## config.mk

```make
export PLATFORM = sky130hd
export DESIGN_NAME = fetch_prefetch_flat
export DESIGN_NICKNAME = d
export VERILOG_FILES = /design/src/rtl/fetch_prefetch_if.sv /design/src/rtl/fetch_prefetch.sv /design/src/flat_wrapper.sv
export SDC_FILE = /design/constraint.sdc
export NUM_CORES = 1
export LEC_CHECK = 0
export CAP_MARGIN = 20
export CORE_UTILIZATION = 46
export CTS_BUF_LIST = sky130_fd_sc_hd__clkbuf_8
export DETAILED_ROUTE_END_ITERATION = 7
export PLACE_DENSITY = 0.72
export SYNTH_ARGS = -nofsm -noshare
export SYNTH_HDL_FRONTEND = slang
export SYNTH_SLANG_ARGS = --single-unit
```

## constraint.sdc

```tcl
create_clock -name clk -period 4 [get_ports clk]
set_input_delay 0.8 -clock clk [delete_from_list [all_inputs] [get_ports clk]]
set_output_delay 0.8 -clock clk [all_outputs]
set_load 0.02 [all_outputs]
```

## src/rtl/fetch_prefetch_if.sv

```systemverilog
// Signal bundle of the fetch stage: redirect input, instruction-memory request/response
// channels and the {pc, insn} delivery channel towards decode.
interface fetch_prefetch_if #(
    parameter int AWIDTH = 32,
    parameter int DWIDTH = 32
);
    logic              redirect_valid_i;
    logic [AWIDTH-1:0] redirect_pc_i;

    logic              imem_req_valid_o;
    logic              imem_req_ready_i;
    logic [AWIDTH-1:0] imem_req_addr_o;

    logic              imem_rsp_valid_i;
    logic [DWIDTH-1:0] imem_rsp_data_i;

    logic              insn_valid_o;
    logic              insn_ready_i;
    logic [AWIDTH-1:0] pc_o;
    logic [DWIDTH-1:0] insn_o;

    // The fetch stage itself.
    modport master (
        input  redirect_valid_i, redirect_pc_i,
        output imem_req_valid_o, imem_req_addr_o,
        input  imem_req_ready_i,
        input  imem_rsp_valid_i, imem_rsp_data_i,
        output insn_valid_o, pc_o, insn_o,
        input  insn_ready_i
    );

    // Its surroundings: branch unit, instruction memory and decode.
    modport slave (
        output redirect_valid_i, redirect_pc_i,
        input  imem_req_valid_o, imem_req_addr_o,
        output imem_req_ready_i,
        output imem_rsp_valid_i, imem_rsp_data_i,
        input  insn_valid_o, pc_o, insn_o,
        output insn_ready_i
    );
endinterface

```

## src/rtl/fetch_prefetch.sv

```systemverilog
// Instruction fetch stage: credit-limited in-order word requests, DEPTH-entry prefetch queue
// filled by in-order responses, and redirect that flushes the queue and drops stale responses.
module fetch_prefetch #(
    parameter int                DWIDTH   = 32,
    parameter int                AWIDTH   = 32,
    parameter logic [AWIDTH-1:0] BASEADDR = 32'h0100_0000,
    parameter int                DEPTH    = 4
) (
    input  logic                  clk,
    input  logic                  rst,
    fetch_prefetch_if.master      bus
);
    localparam int PW = $clog2(DEPTH);
    localparam int CW = PW + 1;
    localparam logic [CW-1:0] DEPTH_C = CW'(DEPTH);

    // Queue slots are reserved at request accept (tag written) and filled at response.
    // Filled slots are always contiguous from the head, so fill/tail indices derive from counts.
    logic [AWIDTH-1:0] fetch_pc;
    logic [PW-1:0]     head_ptr;
    logic [CW-1:0]     occupancy;          // filled, not yet popped
    logic [CW-1:0]     live_outstanding;   // accepted requests whose response will fill a slot
    logic [CW-1:0]     drop_cnt;           // responses still owed for requests killed by redirect

    logic [AWIDTH-1:0] tag_mem  [DEPTH];
    logic [DWIDTH-1:0] data_mem [DEPTH];

    logic          redirect;
    logic          credit_ok;
    logic          req_valid;
    logic          req_fire;
    logic          insn_valid;
    logic          pop;
    logic          rsp_drop;
    logic          rsp_fill;
    logic [PW-1:0] fill_idx;
    logic [PW-1:0] tail_idx;
    logic          unused_addr_bits;

    // NOTE: every always_comb output gets a default first so no path can leave it unassigned
    // and infer a latch.
    always_comb begin
        redirect   = bus.redirect_valid_i;
        credit_ok  = 1'b0;
        if ((occupancy + live_outstanding < DEPTH_C) &&
            (drop_cnt + live_outstanding < DEPTH_C)) begin
            credit_ok = 1'b1;
        end
        req_valid  = !rst && !redirect && credit_ok;
        req_fire   = req_valid && bus.imem_req_ready_i;
        insn_valid = !redirect && (occupancy != '0);
        pop        = insn_valid && bus.insn_ready_i;
        rsp_drop   = bus.imem_rsp_valid_i && (drop_cnt != '0);
        rsp_fill   = bus.imem_rsp_valid_i && (drop_cnt == '0);
        fill_idx   = head_ptr + occupancy[PW-1:0];
        tail_idx   = fill_idx + live_outstanding[PW-1:0];
    end

    always_comb begin
        bus.imem_req_valid_o = req_valid;
        bus.imem_req_addr_o  = {fetch_pc[AWIDTH-1:2], 2'b00};
        bus.insn_valid_o     = insn_valid;
        bus.pc_o             = '0;
        bus.insn_o           = '0;
        if (insn_valid) begin
            bus.pc_o   = tag_mem[head_ptr];
            bus.insn_o = data_mem[head_ptr];
        end
    end

    // Low address bits are always forced to zero on the way out.
    assign unused_addr_bits = ^{fetch_pc[1:0], bus.redirect_pc_i[1:0]};

    // NOTE: sequential state is updated with non-blocking assignments only, so every register
    // in this block sees the pre-edge values of the others.
    always_ff @(posedge clk or posedge rst) begin
        if (rst) begin
            fetch_pc         <= BASEADDR;
            head_ptr         <= '0;
            occupancy        <= '0;
            live_outstanding <= '0;
            drop_cnt         <= '0;
        end else if (redirect) begin
            // Every response still owed, minus the one arriving now, is stale.
            fetch_pc         <= {bus.redirect_pc_i[AWIDTH-1:2], 2'b00};
            head_ptr         <= '0;
            occupancy        <= '0;
            live_outstanding <= '0;
            drop_cnt         <= drop_cnt + live_outstanding - CW'(bus.imem_rsp_valid_i);
        end else begin
            if (req_fire) begin
                fetch_pc <= fetch_pc + AWIDTH'(4);
            end
            if (pop) begin
                head_ptr <= head_ptr + PW'(1);
            end
            occupancy        <= occupancy + CW'(rsp_fill) - CW'(pop);
            live_outstanding <= live_outstanding + CW'(req_fire) - CW'(rsp_fill);
            if (rsp_drop) begin
                drop_cnt <= drop_cnt - CW'(1);
            end
        end
    end

    // NOTE: the slot storage has no reset; a slot is only read once the counters say it was
    // written, and the counters themselves are reset.
    always_ff @(posedge clk) begin
        if (req_fire) begin
            tag_mem[tail_idx] <= bus.imem_req_addr_o;
        end
        if (rsp_fill && !redirect) begin
            data_mem[fill_idx] <= bus.imem_rsp_data_i;
        end
    end

    // A response nobody asked for means the memory broke the one-per-request contract.
    assert property (@(posedge clk) disable iff (rst)
        bus.imem_rsp_valid_i |-> (live_outstanding != '0 || drop_cnt != '0));

    // Reserved slots plus dropped-but-owed responses stay within the queue/credit budget.
    assert property (@(posedge clk) disable iff (rst)
        (occupancy + live_outstanding <= DEPTH_C) && (drop_cnt + live_outstanding <= DEPTH_C));
endmodule

```

## src/flat_wrapper.sv

```systemverilog
// flat-port wrapper written by rule: the top's interface ports become plain ports
module fetch_prefetch_flat 
#(
    parameter int                DWIDTH   = 32,
    parameter int                AWIDTH   = 32,
    parameter logic [AWIDTH-1:0] BASEADDR = 32'h0100_0000,
    parameter int                DEPTH    = 4
)
  (clk, rst, bus_redirect_valid_i, bus_redirect_pc_i, bus_imem_req_valid_o, bus_imem_req_addr_o, bus_imem_req_ready_i, bus_imem_rsp_valid_i, bus_imem_rsp_data_i, bus_insn_valid_o, bus_pc_o, bus_insn_o, bus_insn_ready_i);
  fetch_prefetch_if #(.AWIDTH(AWIDTH), .DWIDTH(DWIDTH)) bus_i ();
  input  logic clk;
  input  logic rst;
  input wire logic [$bits(bus_i.redirect_valid_i)-1:0] bus_redirect_valid_i;
  input wire logic [$bits(bus_i.redirect_pc_i)-1:0] bus_redirect_pc_i;
  output wire logic [$bits(bus_i.imem_req_valid_o)-1:0] bus_imem_req_valid_o;
  output wire logic [$bits(bus_i.imem_req_addr_o)-1:0] bus_imem_req_addr_o;
  input wire logic [$bits(bus_i.imem_req_ready_i)-1:0] bus_imem_req_ready_i;
  input wire logic [$bits(bus_i.imem_rsp_valid_i)-1:0] bus_imem_rsp_valid_i;
  input wire logic [$bits(bus_i.imem_rsp_data_i)-1:0] bus_imem_rsp_data_i;
  output wire logic [$bits(bus_i.insn_valid_o)-1:0] bus_insn_valid_o;
  output wire logic [$bits(bus_i.pc_o)-1:0] bus_pc_o;
  output wire logic [$bits(bus_i.insn_o)-1:0] bus_insn_o;
  input wire logic [$bits(bus_i.insn_ready_i)-1:0] bus_insn_ready_i;
  assign bus_i.redirect_valid_i = bus_redirect_valid_i;
  assign bus_i.redirect_pc_i = bus_redirect_pc_i;
  assign bus_imem_req_valid_o = bus_i.imem_req_valid_o;
  assign bus_imem_req_addr_o = bus_i.imem_req_addr_o;
  assign bus_i.imem_req_ready_i = bus_imem_req_ready_i;
  assign bus_i.imem_rsp_valid_i = bus_imem_rsp_valid_i;
  assign bus_i.imem_rsp_data_i = bus_imem_rsp_data_i;
  assign bus_insn_valid_o = bus_i.insn_valid_o;
  assign bus_pc_o = bus_i.pc_o;
  assign bus_insn_o = bus_i.insn_o;
  assign bus_i.insn_ready_i = bus_insn_ready_i;
  fetch_prefetch #(.DWIDTH(DWIDTH), .AWIDTH(AWIDTH), .BASEADDR(BASEADDR), .DEPTH(DEPTH)) u_core (.clk(clk), .rst(rst), .bus(bus_i));
endmodule
```

==> results.json, run 1 <==
{
  "cts_sinks": 289,
  "layout_setup_ws_ns": 0.423,
  "dpl.hpwl_um": 16300,
  "vias": 7017,
  "ys_warn_count": 0,
  "p_per_area_mw_per_mm2": 561,
  "grt_antenna_before_repair": 0,
  "syn_area_mm2": 0.0122,
  "die_y_um": 165,
  "final_util_pct": 58.3,
  "cts_post_setup_buffers_inserted": 0,
  "ys_top_cells_by_area": "edfxtp_1 (61%), mux4_2 (11%), dfrtp_1 (8.2%), and2_1 (3.3%), ha_1 (1.3%)",
  "reg2reg_setup_slack_ns": 0.97,
  "max_stage_delay_ns": 0.68,
  "clkTransAtPathRegs_ns": 0.06,
  "final.min_clock_period_ns": 3.58,
  "async_flop_share_pct": 14.2,
  "p_seq_share_pct": 45.0,
  "routed_via_density": 5.48,
  "dp.cells": 1192,
  "worstPathCellList": "buf_12 -> mux4_2 -> and2_1 -> clkdlybuf4s50_1",
  "cts_resized": 0,
  "syn_inst": 714,
  "grt_setup_unrepaired": "no",
  "power_mw": 8.50,
  "wl_um": 25800,
  "hold_buffers": 0,
  "fin_skew_ns": 0.0291,
  "final_area_mm2": 0.0151,
  "grt_pass1_vias": 7228,
  "grt_max_degree": 60,
  "synth_edf_count": 248,
  "p_leak_nw": 5.22,
  "cts_tree": "yes",
  "endpoint_kind": "output pin",
  "seq_area_frac_synth_pct": 69.6,
  "cts_buffers": 48,
  "yosys.cell_count.top_type": "edfxtp_1",
  "outcome": "completed",
  "fin_nets": 994,
  "io_pins": 168,
  "required_ns": 3.20,
  "finalHoldViolCount": 0,
  "power.switching_mw": 2.55,
  "seqCellArea_mm2": 0.00848,
  "p_int_mw": 5.95,
  "gp_congestion": 0.801,
  "fin_crit_sh_pct": 89.4,
  "maxCapViolations": 0,
  "crit_path_top_delay_cell": "dfrtp_4",
  "cts_root_buf": "clkbuf_8",
  "cp-startpoint": "u_core.head_ptr[0]$_DFFE_PP0P_",
  "drt_iter0_markers": 708,
  "slew_viol_final": 0,
  "port_buffers": 161,
  "use_met2_pct": 31.0,
  "n_fill_cell": 1989,
  "grt_usage_pct": 19.6,
  "placed_area_mm2": 0.0142,
  "yosysTopAreaCell": "edfxtp_1",
  "ys_types": 51,
  "initial_core_util_pct": 46.8,
  "grt_busiest_layer": "met2",
  "critPathCapture": "bus_insn_o[25]",
  "fmax_ghz": 0.280,
  "clkLatencyLatePin_ns": 0.57,
  "reg2regPathDepth": 13,
  "holdWs_ns": 0.521,
  "ys.flop_type": "edfxtp_1",
  "power_frac_clock_pct": 27.5,
  "maxSlewHeadroom_pct": 51.2,
  "syn_area_per_cell_um2": 17.0,
  "dieArea_mm2": 0.0271,
  "wl_per_cell_um": 20.2,
  "r2r_start": "u_core.live_outstanding[0]$_DFF_PP0_",
  "worst_pin_slew_ns": 0.725,
  "setup_tns_ns": 0,
  "use_met1_pct": 27.3,
  "setup-violations-final": 0,
  "grt.met3_usage_pct": 4.14,
  "worstReg2RegEnd": "u_core.live_outstanding[2]$_DFF_PP0_",
  "finalNonFillerCells": 1280,
  "worstPathArrival_ns": 2.78,
  "critical_path_class": "reg2out",
  "switching_share_pct": 30.0,
  "drive_gt1_share_pct": 18.3,
  "ant_nets": 0,
  "cp_max_fo": 22,
  "std_cell_rows": 59,
  "synth_seq_cells": 289,
  "critPathLaunchType": "register",
  "remaining_drc_errors": 0,
  "grt_pass1_wl_um": 40200,
  "first_pass_iters": 7,
  "combPwrFrac_pct": 27.5,
  "hold_class": "reg2reg",
  "synthTopCellsByCount": "edfxtp_1 (248), and2_1 (64), mux4_2 (62), dfrtp_1 (40)",
  "syn_to_final_growth_pct": 24.4,
  "core_area_mm2": 0.0260,
  "grt_overflow": 0,
  "pre_cts_ws_ns": 0.490,
  "multiInputGateArea_mm2": 0.00344,
  "die_w_um": 165,
  "peakVddDrop_mv": 0.306,
  "htreeDepth": 2,
  "clockBufferDepth": 3,
  "yosys.area.top_type_share_pct": 61.2
}
logic make-up after synthesis:
logic type      after synthesis  share of synthesized area, %
xor+xnor                     16                          1.27
fa+ha+maj                    16                          1.83
flops                       289                          69.6
buf+inv                      68                          2.43
mux                          63                          11.6
other cells                   1                        0.0308
simple gates                182                          8.31
compound gates               79                          4.96
worst min path at each step:
stage	start	to	slack, ns	cells past startpoint
global placement	u_core.drop_cnt[2]$_DFFE_PP0P_	u_core.drop_cnt[2]$_DFFE_PP0P_	0.50	1
global route	rst	u_core.head_ptr[0]$_DFFE_PP0P_	0.55	2
detailed placement	u_core.drop_cnt[2]$_DFFE_PP0P_	u_core.drop_cnt[2]$_DFFE_PP0P_	0.52	1
finish	u_core.drop_cnt[2]$_DFFE_PP0P_	u_core.drop_cnt[2]$_DFFE_PP0P_	0.52	1
CTS	u_core.drop_cnt[2]$_DFFE_PP0P_	u_core.drop_cnt[2]$_DFFE_PP0P_	0.52	1
floorplan	u_core.drop_cnt[2]$_DFFE_PP0P_	u_core.drop_cnt[2]$_DFFE_PP0P_	0.48	1
layout make-up:
| cell class | count | share of cell area, % |
|---|---|---|
| Clock inverter | 35 | 1.13 |
| Tap cell | 335 | 2.77 |
| Timing Repair Buffer | 184 | 12.1 |
| Antenna cell | 1 | 0.0165 |
| Inverter | 25 | 0.620 |
| Clock buffer | 51 | 4.63 |
| Multi-Input combinational cell | 360 | 22.7 |
| Sequential cell | 289 | 56.0 |
routing by layer:
layer	up-vias	share of wire [%]
met2	300	47
met4	0	2.2
met5	-	0
met1	3505	43
li1	3176	-
met3	36	7.7
cells in the final DEF, fill, tap and decap left out, drive strengths merged, types with 4 or more instances in the layout:
cell / instances
clkinv: 17
xnor2: 9
a21bo: 8
dfrtp: 40
nor4: 8
nor2: 22
mux4: 62
nor3: 14
and2: 64
o31a: 5
ha: 13
a21o: 7
and3: 6
o21ai: 23
nand3: 15
xor2: 6
nand2: 25
o31ai: 5
buf: 23
inv: 43
clkbuf: 51
conb: 4
clkdlybuf4s50: 161
a221o: 14
nand4: 10
a21boi: 7
edfxtp: 248
sequential cells by signal, indices dropped and copies added (netlist names):
register and cells:
u_core.data_mem 128, u_core.drop_cnt 3, u_core.fetch_pc 30, u_core.head_ptr 2, u_core.live_outstanding 3, u_core.occupancy 3
u_core.tag_mem 120
worst max-delay path: cells and delay by family (launching register included):
kind                   cells  cell delay, ns
buffers and inverters      2            0.80
AND/OR/NAND/NOR            1            0.17
flip-flops                 1            0.68
multiplexers               1            0.54
power by group through the flow:
| stage | logic [mW] | clock network, mW | registers [mW] |
|---|---|---|---|
| finish | 2.34 | 2.33 | 3.82 |
| global route | 2.54 | 2.52 | 3.86 |
| CTS | 2.32 | 2.39 | 3.86 |
| detailed placement | 2.31 | 0 | 3.92 |
| global placement | 2.28 | 0 | 3.90 |
| floorplan | 1.46 | 0 | 3.82 |
(Power assumes the default switching activity.)
==> run 2: changes to the inputs <==
--- a/config.mk
+++ b/config.mk
@@ -6,10 +6,9 @@
 export NUM_CORES = 1
 export LEC_CHECK = 0
 export CAP_MARGIN = 20
-export CORE_UTILIZATION = 46
+export CORE_UTILIZATION = 40
 export CTS_BUF_LIST = sky130_fd_sc_hd__clkbuf_8
 export DETAILED_ROUTE_END_ITERATION = 7
-export PLACE_DENSITY = 0.72
 export SYNTH_ARGS = -nofsm -noshare
 export SYNTH_HDL_FRONTEND = slang
 export SYNTH_SLANG_ARGS = --single-unit
==> run 2 against run 1 <==
Net effect:
- first-iteration DRC count is 42% lower
- largest power group unchanged
- global-route usage shrank 1.8 points
- largest cell class unchanged
- die area rose by 15%
==> results.json, run 2 (same netlist as run 1, synthesis figures left out) <==
{
  "drt_iter0_markers": 411,
  "finalHoldViolCount": 0,
  "clkTransAtPathRegs_ns": 0.06,
  "dieArea_mm2": 0.0311,
  "wl_per_cell_um": 20.3,
  "final_common_cell": "edfxtp_1",
  "largest_reg_flops": 128,
  "ant_nets": 0,
  "worstPathCellList": "buf_4 -> mux4_2 -> and2_1 -> clkdlybuf4s50_1",
  "first_pass_iters": 4,
  "fin_nets": 994,
  "io_pins": 168,
  "critPathLaunchType": "register",
  "clkLatencyLatePin_ns": 0.56,
  "die_w_um": 176,
  "wl_um": 27200,
  "max_stage_delay_ns": 0.82,
  "cp_max_fo": 28,
  "std_cell_rows": 63,
  "drive_gt1_share_pct": 17.7,
  "power_mw": 8.49,
  "clockBufferDepth": 3,
  "vias": 7041,
  "cts_sinks": 289,
  "grt_pass1_wl_um": 42100,
  "cts_tree": "yes",
  "fin_crit_sh_pct": 94.3,
  "hold_buffers": 0,
  "grt_overflow": 0,
  "maxCapViolations": 0,
  "cts_post_setup_buffers_inserted": 0,
  "endpoint_kind": "output pin",
  "fmax_ghz": 0.265,
  "reg_top3": "u_core.data_mem: 128 flops, u_core.tag_mem: 120 flops, u_core.fetch_pc: 30 flops",
  "htreeDepth": 2,
  "crit_path_top_delay_cell": "dfrtp_4",
  "routed_via_density": 5.27,
  "gp_congestion": 0.816,
  "setup-violations-final": 0,
  "reg2reg_setup_slack_ns": 1.01,
  "die_y_um": 176,
  "hold_class": "reg2reg",
  "syn_to_final_growth_pct": 25.2,
  "slew_viol_final": 0,
  "worst-path-buf-inv": 2,
  "remaining_drc_errors": 0,
  "peakVddDrop_mv": 0.267,
  "mostFrequentLayoutCells": "edfxtp_1 (248), clkdlybuf4s50_1 (160), and2_1 (64)",
  "p_leak_nw": 5.24,
  "final_area_mm2": 0.0152,
  "worstPathArrival_ns": 2.97,
  "cp_top_family": "buffers and inverters",
  "grt_setup_unrepaired": "no",
  "cts_root_buf": "clkbuf_8",
  "grt_pass1_vias": 7221,
  "required_ns": 3.20,
  "maxSlewHeadroom_pct": 38.6,
  "placed_area_mm2": 0.0144,
  "fin_skew_ns": 0.0282,
  "grt_usage_pct": 17.9,
  "core_area_mm2": 0.0298,
  "final.min_clock_period_ns": 3.77,
  "initial_core_util_pct": 40.9,
  "cts_resized": 0,
  "grt_max_degree": 52,
  "p_per_area_mw_per_mm2": 557,
  "outcome": "completed",
  "worst_pin_slew_ns": 0.912,
  "critical_path_class": "reg2out",
  "cts_buffers": 46,
  "grt_antenna_before_repair": 1,
  "port_buffers": 161,
  "dpl.hpwl_um": 17000,
  "largest_register": "u_core.data_mem"
}
[run 2: changes by cell type in the layout (fill, tap and decap cells not counted)]
cell | before | now
clkinv_1 | 5 | 6
buf_2 | 0 | 1
clkdlybuf4s50_1 | 161 | 160
inv_1 | 39 | 47
bufinv_16 | 0 | 1
nor2_2 | 4 | 0
clkbuf_8 | 51 | 48
nor2_4 | 1 | 5
clkinv_2 | 12 | 5
buf_12 | 4 | 5
clkinvlp_4 | 0 | 1
buf_4 | 19 | 20
inv_8 | 1 | 0
[run 2: final timing paths]
path,depth (start not counted),endpoint,startpoint
setup / recovery,4,bus_pc_o[27],u_core.head_ptr[0]$_DFFE_PP0P_
hold / removal,1,u_core.drop_cnt[2]$_DFFE_PP0P_,u_core.drop_cnt[2]$_DFFE_PP0P_
setup reg to reg,6,u_core.data_mem[0][23]$_DFFE_PP_,u_core.head_ptr[0]$_DFFE_PP0P_
hold reg to reg,1,u_core.drop_cnt[2]$_DFFE_PP0P_,u_core.drop_cnt[2]$_DFFE_PP0P_
max in group asynchronous,3,u_core.head_ptr[0]$_DFFE_PP0P_,rst
min in group asynchronous,2,u_core.occupancy[1]$_DFF_PP0_,rst
[run 2: area by class of cell]
| type | count | area, µm² |
|---|---|---|
| sequential | 289 | 8480 |
| clock inverter | 38 | 196 |
| tap | 390 | 488 |
| inverter | 25 | 93.8 |
| antenna | 1 | 2.50 |
| timing repair buffer | 186 | 1860 |
| multi-input combinational | 360 | 3460 |
| fill | 2497 | 14600 |
| clock buffer | 48 | 661 |
[run 2: through the flow]
| stage | util (%) | setup slack [ns] | TNS (ns) | cells | hold slack [ns] |
|---|---|---|---|---|---|
| finish | 51.1 | 0.228 | 0 | 1337 | 0.536 |
| global route | 51.1 | 0.0405 | 0 | 1337 | 0.567 |
| CTS | 51.1 | 0.113 | 0 | 1336 | 0.551 |
| detailed placement | 48.3 | 0.760 | 0 | 1250 | 0.543 |
| global placement | 48.3 | 0.757 | 0 | 1250 | 0.519 |
| floorplan | - | -0.326 | -19.58 | 717 | 0.476 |
[run 2: worst register-to-register path, stage by stage, from the launching register on]
cell and delay [ns]:
dfrtp_4 0.82, ha_1 0.27, xor2_1 0.08, xnor2_1 0.61, inv_1 0.25, nor2_4 0.14
buf_4 0.43
[run 2: report_power, final]
part           internal, mW  switching [mW]  leakage (nW)  total [mW]
combinational          1.18            1.13          1.98        2.31
clock                  1.19            1.14         0.526        2.33
sequential             3.56           0.291          2.74        3.85
[run 2: metal layers]
metal | share of wire [%] | routed length, µm | vias to the layer above | global-route usage (%)
met5 | 0 | 0 | - | 0
met4 | 2.5 | 691 | 0 | 6.57
met3 | 6.2 | 1690 | 48 | 3.81
met2 | 48 | 13000 | 232 | 28.6
met1 | 44 | 11800 | 3572 | 24.0
li1 | - | - | 3189 | -
